File: src/rtl/rx_atten_ctrl_pkg.sv
// Shared types and constants for the receiver attenuation/filter sequencer.
package rx_atten_ctrl_pkg;

  localparam int unsigned DEF_TAPS   = 32;
  localparam int unsigned DEF_CODE_W = 5;

  localparam int unsigned ATTEN_2  = 2;
  localparam int unsigned ATTEN_4  = 4;
  localparam int unsigned ATTEN_8  = 8;
  localparam int unsigned ATTEN_16 = 16;

  typedef enum logic [1:0] {
    IDLE,
    FLUSH,
    SETTLE,
    LOCKED
  } rx_ctrl_state_t;

  // Code is passed zero-extended so wide codes cannot alias onto a legal value.
  function automatic logic is_legal_atten(input logic [31:0] code);
    return (code == ATTEN_2) || (code == ATTEN_4) ||
           (code == ATTEN_8) || (code == ATTEN_16);
  endfunction

endpackage

File: src/rtl/rx_atten_ctrl_counter.sv
// Saturating up-counter with clear and enable; term flags the saturation value.
module rx_settle_counter #(
  parameter int unsigned MAX = 32,
  parameter int unsigned W   = $clog2(MAX + 2)
) (
  input  logic         CLK,
  input  logic         RESET,
  input  logic         clr,
  input  logic         en,
  output logic [W-1:0] cnt,
  output logic         term
);

  logic [W-1:0] cnt_q;
  logic [W-1:0] cnt_d;

  always_comb begin
    cnt_d = cnt_q;
    if (clr) begin
      cnt_d = '0;
    end else if (en && (cnt_q != W'(MAX))) begin
      cnt_d = cnt_q + W'(1);
    end
  end

  always_ff @(posedge CLK) begin
    if (RESET) begin
      cnt_q <= '0;
    end else begin
      cnt_q <= cnt_d;
    end
  end

  assign cnt  = cnt_q;
  assign term = (cnt_q == W'(MAX));

endmodule

File: src/rtl/rx_atten_ctrl.sv
// Attenuation-code sequencer: validates requests, flushes the filter, and
// counts sample strobes until the moving-average window is all post-change.
module rx_atten_ctrl
  import rx_atten_ctrl_pkg::*;
#(
  parameter int unsigned TAPS         = DEF_TAPS,
  parameter int unsigned FLUSH_CYCLES = 2,
  parameter int unsigned CODE_W       = DEF_CODE_W
) (
  input  logic                        CLK,
  input  logic                        RESET,
  input  logic                        SAMPLE_EN,
  input  logic                        REQ_VALID,
  input  logic [CODE_W-1:0]           REQ_CODE,
  output logic                        REQ_READY,
  output logic [CODE_W-1:0]           ATTEN_CFG,
  output logic                        FILT_RESET,
  output logic                        SETTLING,
  output logic                        OUT_VALID,
  output logic                        ERR_BADCODE,
  output logic [$clog2(TAPS+1)-1:0]   SETTLE_CNT
);

  localparam int unsigned CNT_W = $clog2(TAPS + 1);
  localparam int unsigned FL_W  = $clog2(FLUSH_CYCLES + 1);

  rx_ctrl_state_t state_q, state_d;
  logic [CODE_W-1:0] atten_q, atten_d;
  logic filt_q, filt_d;
  logic settling_q, settling_d;
  logic out_valid_q, out_valid_d;
  logic err_q, err_d;
  logic ready_q, ready_d;

  logic accept;
  logic legal;
  logic restart;
  logic flush_term;
  logic settle_term;
  logic [FL_W-1:0] flush_cnt;
  logic [CNT_W-1:0] settle_cnt;
  logic unused_flush;

  assign accept = REQ_VALID && ready_q;
  assign legal  = is_legal_atten(32'(REQ_CODE));
  // Re-requesting the locked code is a no-op; in SETTLE it restarts the flush.
  assign restart = accept && legal &&
                   !((state_q == LOCKED) && (REQ_CODE == atten_q));

  // Flush counter saturates at FLUSH_CYCLES-1, i.e. on the last flush cycle.
  rx_settle_counter #(
    .MAX (FLUSH_CYCLES - 1),
    .W   (FL_W)
  ) u_flush_cnt (
    .CLK   (CLK),
    .RESET (RESET),
    .clr   (restart),
    .en    (state_q == FLUSH),
    .cnt   (flush_cnt),
    .term  (flush_term)
  );

  rx_settle_counter #(
    .MAX (TAPS),
    .W   (CNT_W)
  ) u_settle_cnt (
    .CLK   (CLK),
    .RESET (RESET),
    .clr   (restart),
    .en    ((state_q == SETTLE) && SAMPLE_EN && !accept),
    .cnt   (settle_cnt),
    .term  (settle_term)
  );

  assign unused_flush = ^flush_cnt;

  always_comb begin
    state_d = state_q;
    atten_d = atten_q;
    if (restart) begin
      state_d = FLUSH;
      atten_d = REQ_CODE;
    end else begin
      case (state_q)
        FLUSH:   if (flush_term)  state_d = SETTLE;
        SETTLE:  if (settle_term) state_d = LOCKED;
        default: ;
      endcase
    end
    // Outputs are registered from the next state so they align with it.
    filt_d      = (state_d == FLUSH);
    settling_d  = (state_d == FLUSH) || (state_d == SETTLE);
    out_valid_d = (state_d == LOCKED);
    ready_d     = (state_d != FLUSH);
    err_d       = accept && !legal;
  end

  always_ff @(posedge CLK) begin
    if (RESET) begin
      state_q     <= IDLE;
      atten_q     <= '0;
      filt_q      <= 1'b0;
      settling_q  <= 1'b0;
      out_valid_q <= 1'b0;
      err_q       <= 1'b0;
      ready_q     <= 1'b0;
    end else begin
      state_q     <= state_d;
      atten_q     <= atten_d;
      filt_q      <= filt_d;
      settling_q  <= settling_d;
      out_valid_q <= out_valid_d;
      err_q       <= err_d;
      ready_q     <= ready_d;
    end
  end

  assign REQ_READY   = ready_q;
  assign ATTEN_CFG   = atten_q;
  assign FILT_RESET  = filt_q;
  assign SETTLING    = settling_q;
  assign OUT_VALID   = out_valid_q;
  assign ERR_BADCODE = err_q;
  assign SETTLE_CNT  = settle_cnt;

endmodule

File: config.mk
export PLATFORM = sky130hd
export DESIGN_NAME = rx_atten_ctrl
export DESIGN_NICKNAME = d
export VERILOG_FILES = /design/src/rtl/rx_atten_ctrl_pkg.sv /design/src/rtl/rx_atten_ctrl_counter.sv /design/src/rtl/rx_atten_ctrl.sv
export SDC_FILE = /design/constraint.sdc
export NUM_CORES = 1
export LEC_CHECK = 0
export ABC_AREA = 0
export CELL_PAD_IN_SITES_DETAIL_PLACEMENT = 1
export CELL_PAD_IN_SITES_GLOBAL_PLACEMENT = 1
export CORE_MARGIN = 2
export CORE_UTILIZATION = 36
export DETAILED_ROUTE_END_ITERATION = 8
export GPL_TIMING_DRIVEN = 1
export PLACE_DENSITY = 0.79
export SLEW_MARGIN = 20
export SYNTH_ARGS = -nofsm -noshare
export SYNTH_HDL_FRONTEND = slang
export SYNTH_SLANG_ARGS = --single-unit
export TNS_END_PERCENT = 20
File: constraint.sdc
create_clock -name CLK -period 2.73 [get_ports CLK]
set_input_delay 0.4095 -clock CLK [delete_from_list [all_inputs] [get_ports CLK]]
set_output_delay 0.4095 -clock CLK [all_outputs]
set_load 0.005 [all_outputs]
---- After elaboration in Yosys (flattened, before gate mapping) ----
Index checks and enable logic that the tools add are counted.
storage, ports and cells
  flip-flop bits (word level) ............. 20
  bits of input ports ..................... 9
  word-level logic and storage cells ...... 48
cells by class
  add/subtract/negate cells ............... 2
  equal/unequal tests ..................... 16
  multiplexer cells ....................... 4
  reduce and logical (&&, ||, !) cells .... 17
operators by type and width
  kind                                                             number
  1-bit logical AND                                                9
  2-bit == test, second input constant                             4
  6-bit by 1-bit adder with 6-bit output, second input constant    1
  2-bit by 1-bit == test with 1-bit output, second input constant  3
  6-bit == test, second input constant                             1
  2-bit 2-to-1 mux                                                 3
  6-bit != test, second input constant                             1
  5-bit by 2-bit == test with 1-bit output, second input constant  1
  5-bit by 3-bit == test with 1-bit output, second input constant  1
  5-bit by 4-bit == test with 1-bit output, second input constant  1
  5-bit == test                                                    1
  5-bit == test, second input constant                             1
  1-bit logical OR                                                 4
  2-bit by 1-bit != test with 1-bit output, second input constant  2
  2-bit one-hot mux with 2 select lines                            1
  1-bit logical NOT                                                3
  2-bit by 1-bit adder with 2-bit output, second input constant    1
  2-bit OR reduction                                               1

---- Depth between registers and ports, before layout ----
  word-level depth ........................ 9
  mapped depth ............................ 9

---- By module ----
A second synthesis with hierarchy kept.
second synthesis, totals
  cells, all modules ...................... 117
  area total of the unflattened synthesis .. 1103.6 um^2
by module, submodules not included
  module                            times used  cells an instance  area each (um^2)  sequential area each (um^2)
  rx_atten_ctrl                     1           73                 686.9             240.2
  rx_settle_counter (u_settle_cnt)  1           35                 311.5             120.1
  rx_settle_counter (u_flush_cnt)   1           9                  105.1             40.0

---- Least setup slack after synthesis ----
No wires, ideal clock.
  path type ............................... input-to-reg
  start point ............................. input REQ_CODE[2]
  end point ............................... register settling_q (netlist: SETTLING)
  setup time .............................. 0.127 ns
  arrival ................................. 1.933 ns
  required time ........................... 2.603 ns
  setup slack ............................. 0.670 ns
  stages .................................. 8
  path buffers ............................ 1
  cell sequence ........................... xor2_1 -> nor4_2 -> nand3_1 -> and3_1 -> buf_6 -> or3_1 -> ha_1 -> nor2_1
between the ends
  longest elaborated chain between the ends .. 9
  elaborated cells between the ends (all ways) .. 16
  classes of those cells .................. eq/ne (7); mux (1); reduce/logical (8)
ends and longest elaborated chain
  item                                                                                                  RTL line                 RTL
  start: declaration                                                                                    rx_atten_ctrl.sv:14      input logic [CODE_W-1:0] REQ_CODE,
  5-bit by 2-bit == test with 1-bit output or 5-bit by 3-bit == test with 1-bit output (tied branches)  rx_atten_ctrl_pkg.sv:21  return (code == ATTEN_2) || (code == ATTEN_4) ||
  1-bit logical OR (2 in series)                                                                        rx_atten_ctrl_pkg.sv:21
  1-bit logical OR                                                                                      rx_atten_ctrl_pkg.sv:22  (code == ATTEN_8) || (code == ATTEN_16);
  1-bit logical AND                                                                                     rx_atten_ctrl.sv:47      assign restart = accept && legal &&
  1-bit logical AND *                                                                                   rx_atten_ctrl.sv:47
  2-bit 2-to-1 mux *                                                                                    rx_atten_ctrl.sv:80      if (restart) begin
  2-bit by 1-bit == test with 1-bit output or 2-bit == test (tied branches)                             rx_atten_ctrl.sv:92      settling_d = (state_d == FLUSH) || (state_d == SETTLE);
  1-bit logical OR *                                                                                    rx_atten_ctrl.sv:92
  end signal: assignment                                                                                rx_atten_ctrl.sv:111     settling_q <= settling_d;
  end: declaration                                                                                      rx_atten_ctrl.sv:30      logic settling_q, settling_d;
Every way passes the cells marked *; elsewhere a longest branch is shown, timed or not.
A chain may end at the register's enable or synchronous reset.

---- Final worst setup path ----
Same ends and word-level chain as after synthesis.

==> metrics.yaml <==
cp.arrival_ps: 2610
synth_top_area_share_pct: 38.6
post-cts-setup-buffers: 0
clockRootBuffer: "clkbuf_4"
p_total_mw: 0.495
hp-class: "reg2reg"
slew_violations: 0
clock_skew_ps: 7.73
antenna_found_initial: 0
synth_area_per_cell_um2: 9.34
yosysMostFrequentCell: "dfxtp_1"
clock-sinks: 20
first_pass_iters: 4
cp-end-kind: "flop"
viasPerCell: 5.19
slew-limit-headroom_pct: 55.6
dpl.hpwl_mm: 1.93
cts_made_buffers: 3
grt_pass1_vias: 883
antennaDiodeCount: 0
drt_iter0_markers: 22
max_freq_ghz: 0.423
min-delay-start: "ATTEN_CFG[1]"
crit_required_ps: 2970
peakVddDrop_mv: 0.267
dr_total_vias: 872
die_h_um: 57.7
cts_tree: "yes"
ctsHoldBuffers: 0
synth-seq-cells: 20
yosysSeqAreaShare_pct: 38.6
synth-edff-count: 0
syn_inst: 111
finalCritPeriodShare_pct: 86.6
p_leak_nw: 0.507
worst-path-max-fanout: 5
pin_count: 25
ant_nets: 0
fp.dieW_um: 57.7
initial_utilization_pct: 37.6
yosysTopAreaCell: "dfxtp_1"
rsz0062_at_grt: "no"
htreeDepth: 1
clk_pin_slew_ps: 110
synth_fp_nets: 129
track_usage_pct: 16.9
cts_resized: 0
crit_type: "in2reg"
syn_to_final_growth_pct: 28.3
syn-cell-area_um2: 1040
grt_pass1_wl_mm: 4.28
clockBufferDepth: 2
dieArea_um2: 3330
placement.io_buffers: 24
async_reset_ff_share_pct: 0
final.setup.tns_ps: 0
wire_per_inst_um: 14.5
synthTopCellsByCount: "20 x dfxtp_1, 11 x nor2_1, 10 x nand2_1"
cp-start-kind: "input pin"
worstSkewPairLatency_ps: 300
status: "finished clean"
gp_congestion: 0.777
core-area_um2: 2760
hold_viol_final: 0
drc: 0
period_needed_ps: 2360
cap_violations: 0
tightest_slew_ps: 661
grt_max_degree: 12
synth_area_leaders: "dfxtp_1 39%, ha_1 11%, xor2_1 6.8%, nor3_1 4.3%, nor2_1 4.0%"
drive_gt1_share_pct: 7.30
placementRows: 19
synth_ff_type: "dfxtp_1"
reg2reg_from: "ATTEN_CFG[2]"
finalSetupViolations: 0
wl_mm: 2.43
fin_nets: 157
grt.overflow.total: 0
crit_start: "REQ_CODE[2]"
ys_warn_count: 0
ys_types: 29
p_per_area_nw_per_um2: 371
-- state kept, by name (all words and copies together) (netlist names) --
signal            count
ATTEN_CFG             5
SETTLING              1
u_settle_cnt.cnt      6
ERR_BADCODE           1
OUT_VALID             1
REQ_READY             1
FILT_RESET            1
u_flush_cnt.cnt       2
state_q               2
-- critical path, cell delays in order --
cell and delay (ps):
clkdlybuf4s50_1 500, xor2_1 190, nor4_2 310, nand3_1 150, and3_1 230, or3_1 430, ha_1 290, nor2_1 100
-- final cells by class --
class / count / area [um^2]
Fill cell: 319 / 1430
Multi-Input combinational cell: 81 / 584
Sequential cell: 20 / 400
Timing Repair Buffer: 27 / 263
Tap cell: 31 / 38.8
Clock buffer: 3 / 22.5
Inverter: 6 / 22.5
-- through the flow --
step                hold slack (ps)  utilization [%]  setup slack [ps]  std cells  instance area (um^2)
floorplan                       463                -               670        111                  1040
global placement                470             47.5               190        165                  1310
detailed placement              481             47.5              53.1        165                  1310
CTS                             499             48.3               369        168                  1330
global route                    529             48.3               233        168                  1330
finish                          496             48.3               365        168                  1330
-- layer usage --
layer	wire (um)	global-route usage [%]
met1	1130	21.9
met2	1180	27.6
met3	74	3.13
met4	39	6.98
met5	0	0
-- final timing paths --
kind                  end  slack [ps]  cells past startpoint
max reg2reg      SETTLING         640                      7
max              SETTLING         370                      8
min          ATTEN_CFG[1]         500                      2
min reg2reg  ATTEN_CFG[1]         500                      2
-- layout by cell type (no fill, tap or decap), types with 2 or more instances in the layout --
cell	n
dfxtp_1	20
xnor2_1	4
clkdlybuf4s50_1	24
nand4_1	3
inv_1	6
clkbuf_4	3
ha_1	9
nor2b_1	3
xor2_1	8
a211oi_1	2
mux2i_1	3
o31a_1	2
buf_4	3
nor3_1	9
nor2_1	11
nand2_1	10
nor4b_1	4
-- cell families (layout without fill, tap and decap cells) --
group	after synthesis	in the layout	synth area share (%)
AOI/OAI and AO/OA	8	8	6.39
buffers and inverters	10	36	5.07
adders and majority gates	9	9	10.9
muxes	3	3	2.90
and+or+nand+nor	49	49	26.1
xor gates and xnor gates	12	12	10.1
DFF	20	20	38.6
-- report_power, final --
group,leakage [nW],switching [mW],internal [mW]
logic,0.331,0.0268,0.0284
clock network,0.0138,0.0887,0.0515
registers,0.162,0.00291,0.296
Note: power is estimated with default switching activity, not from simulation.
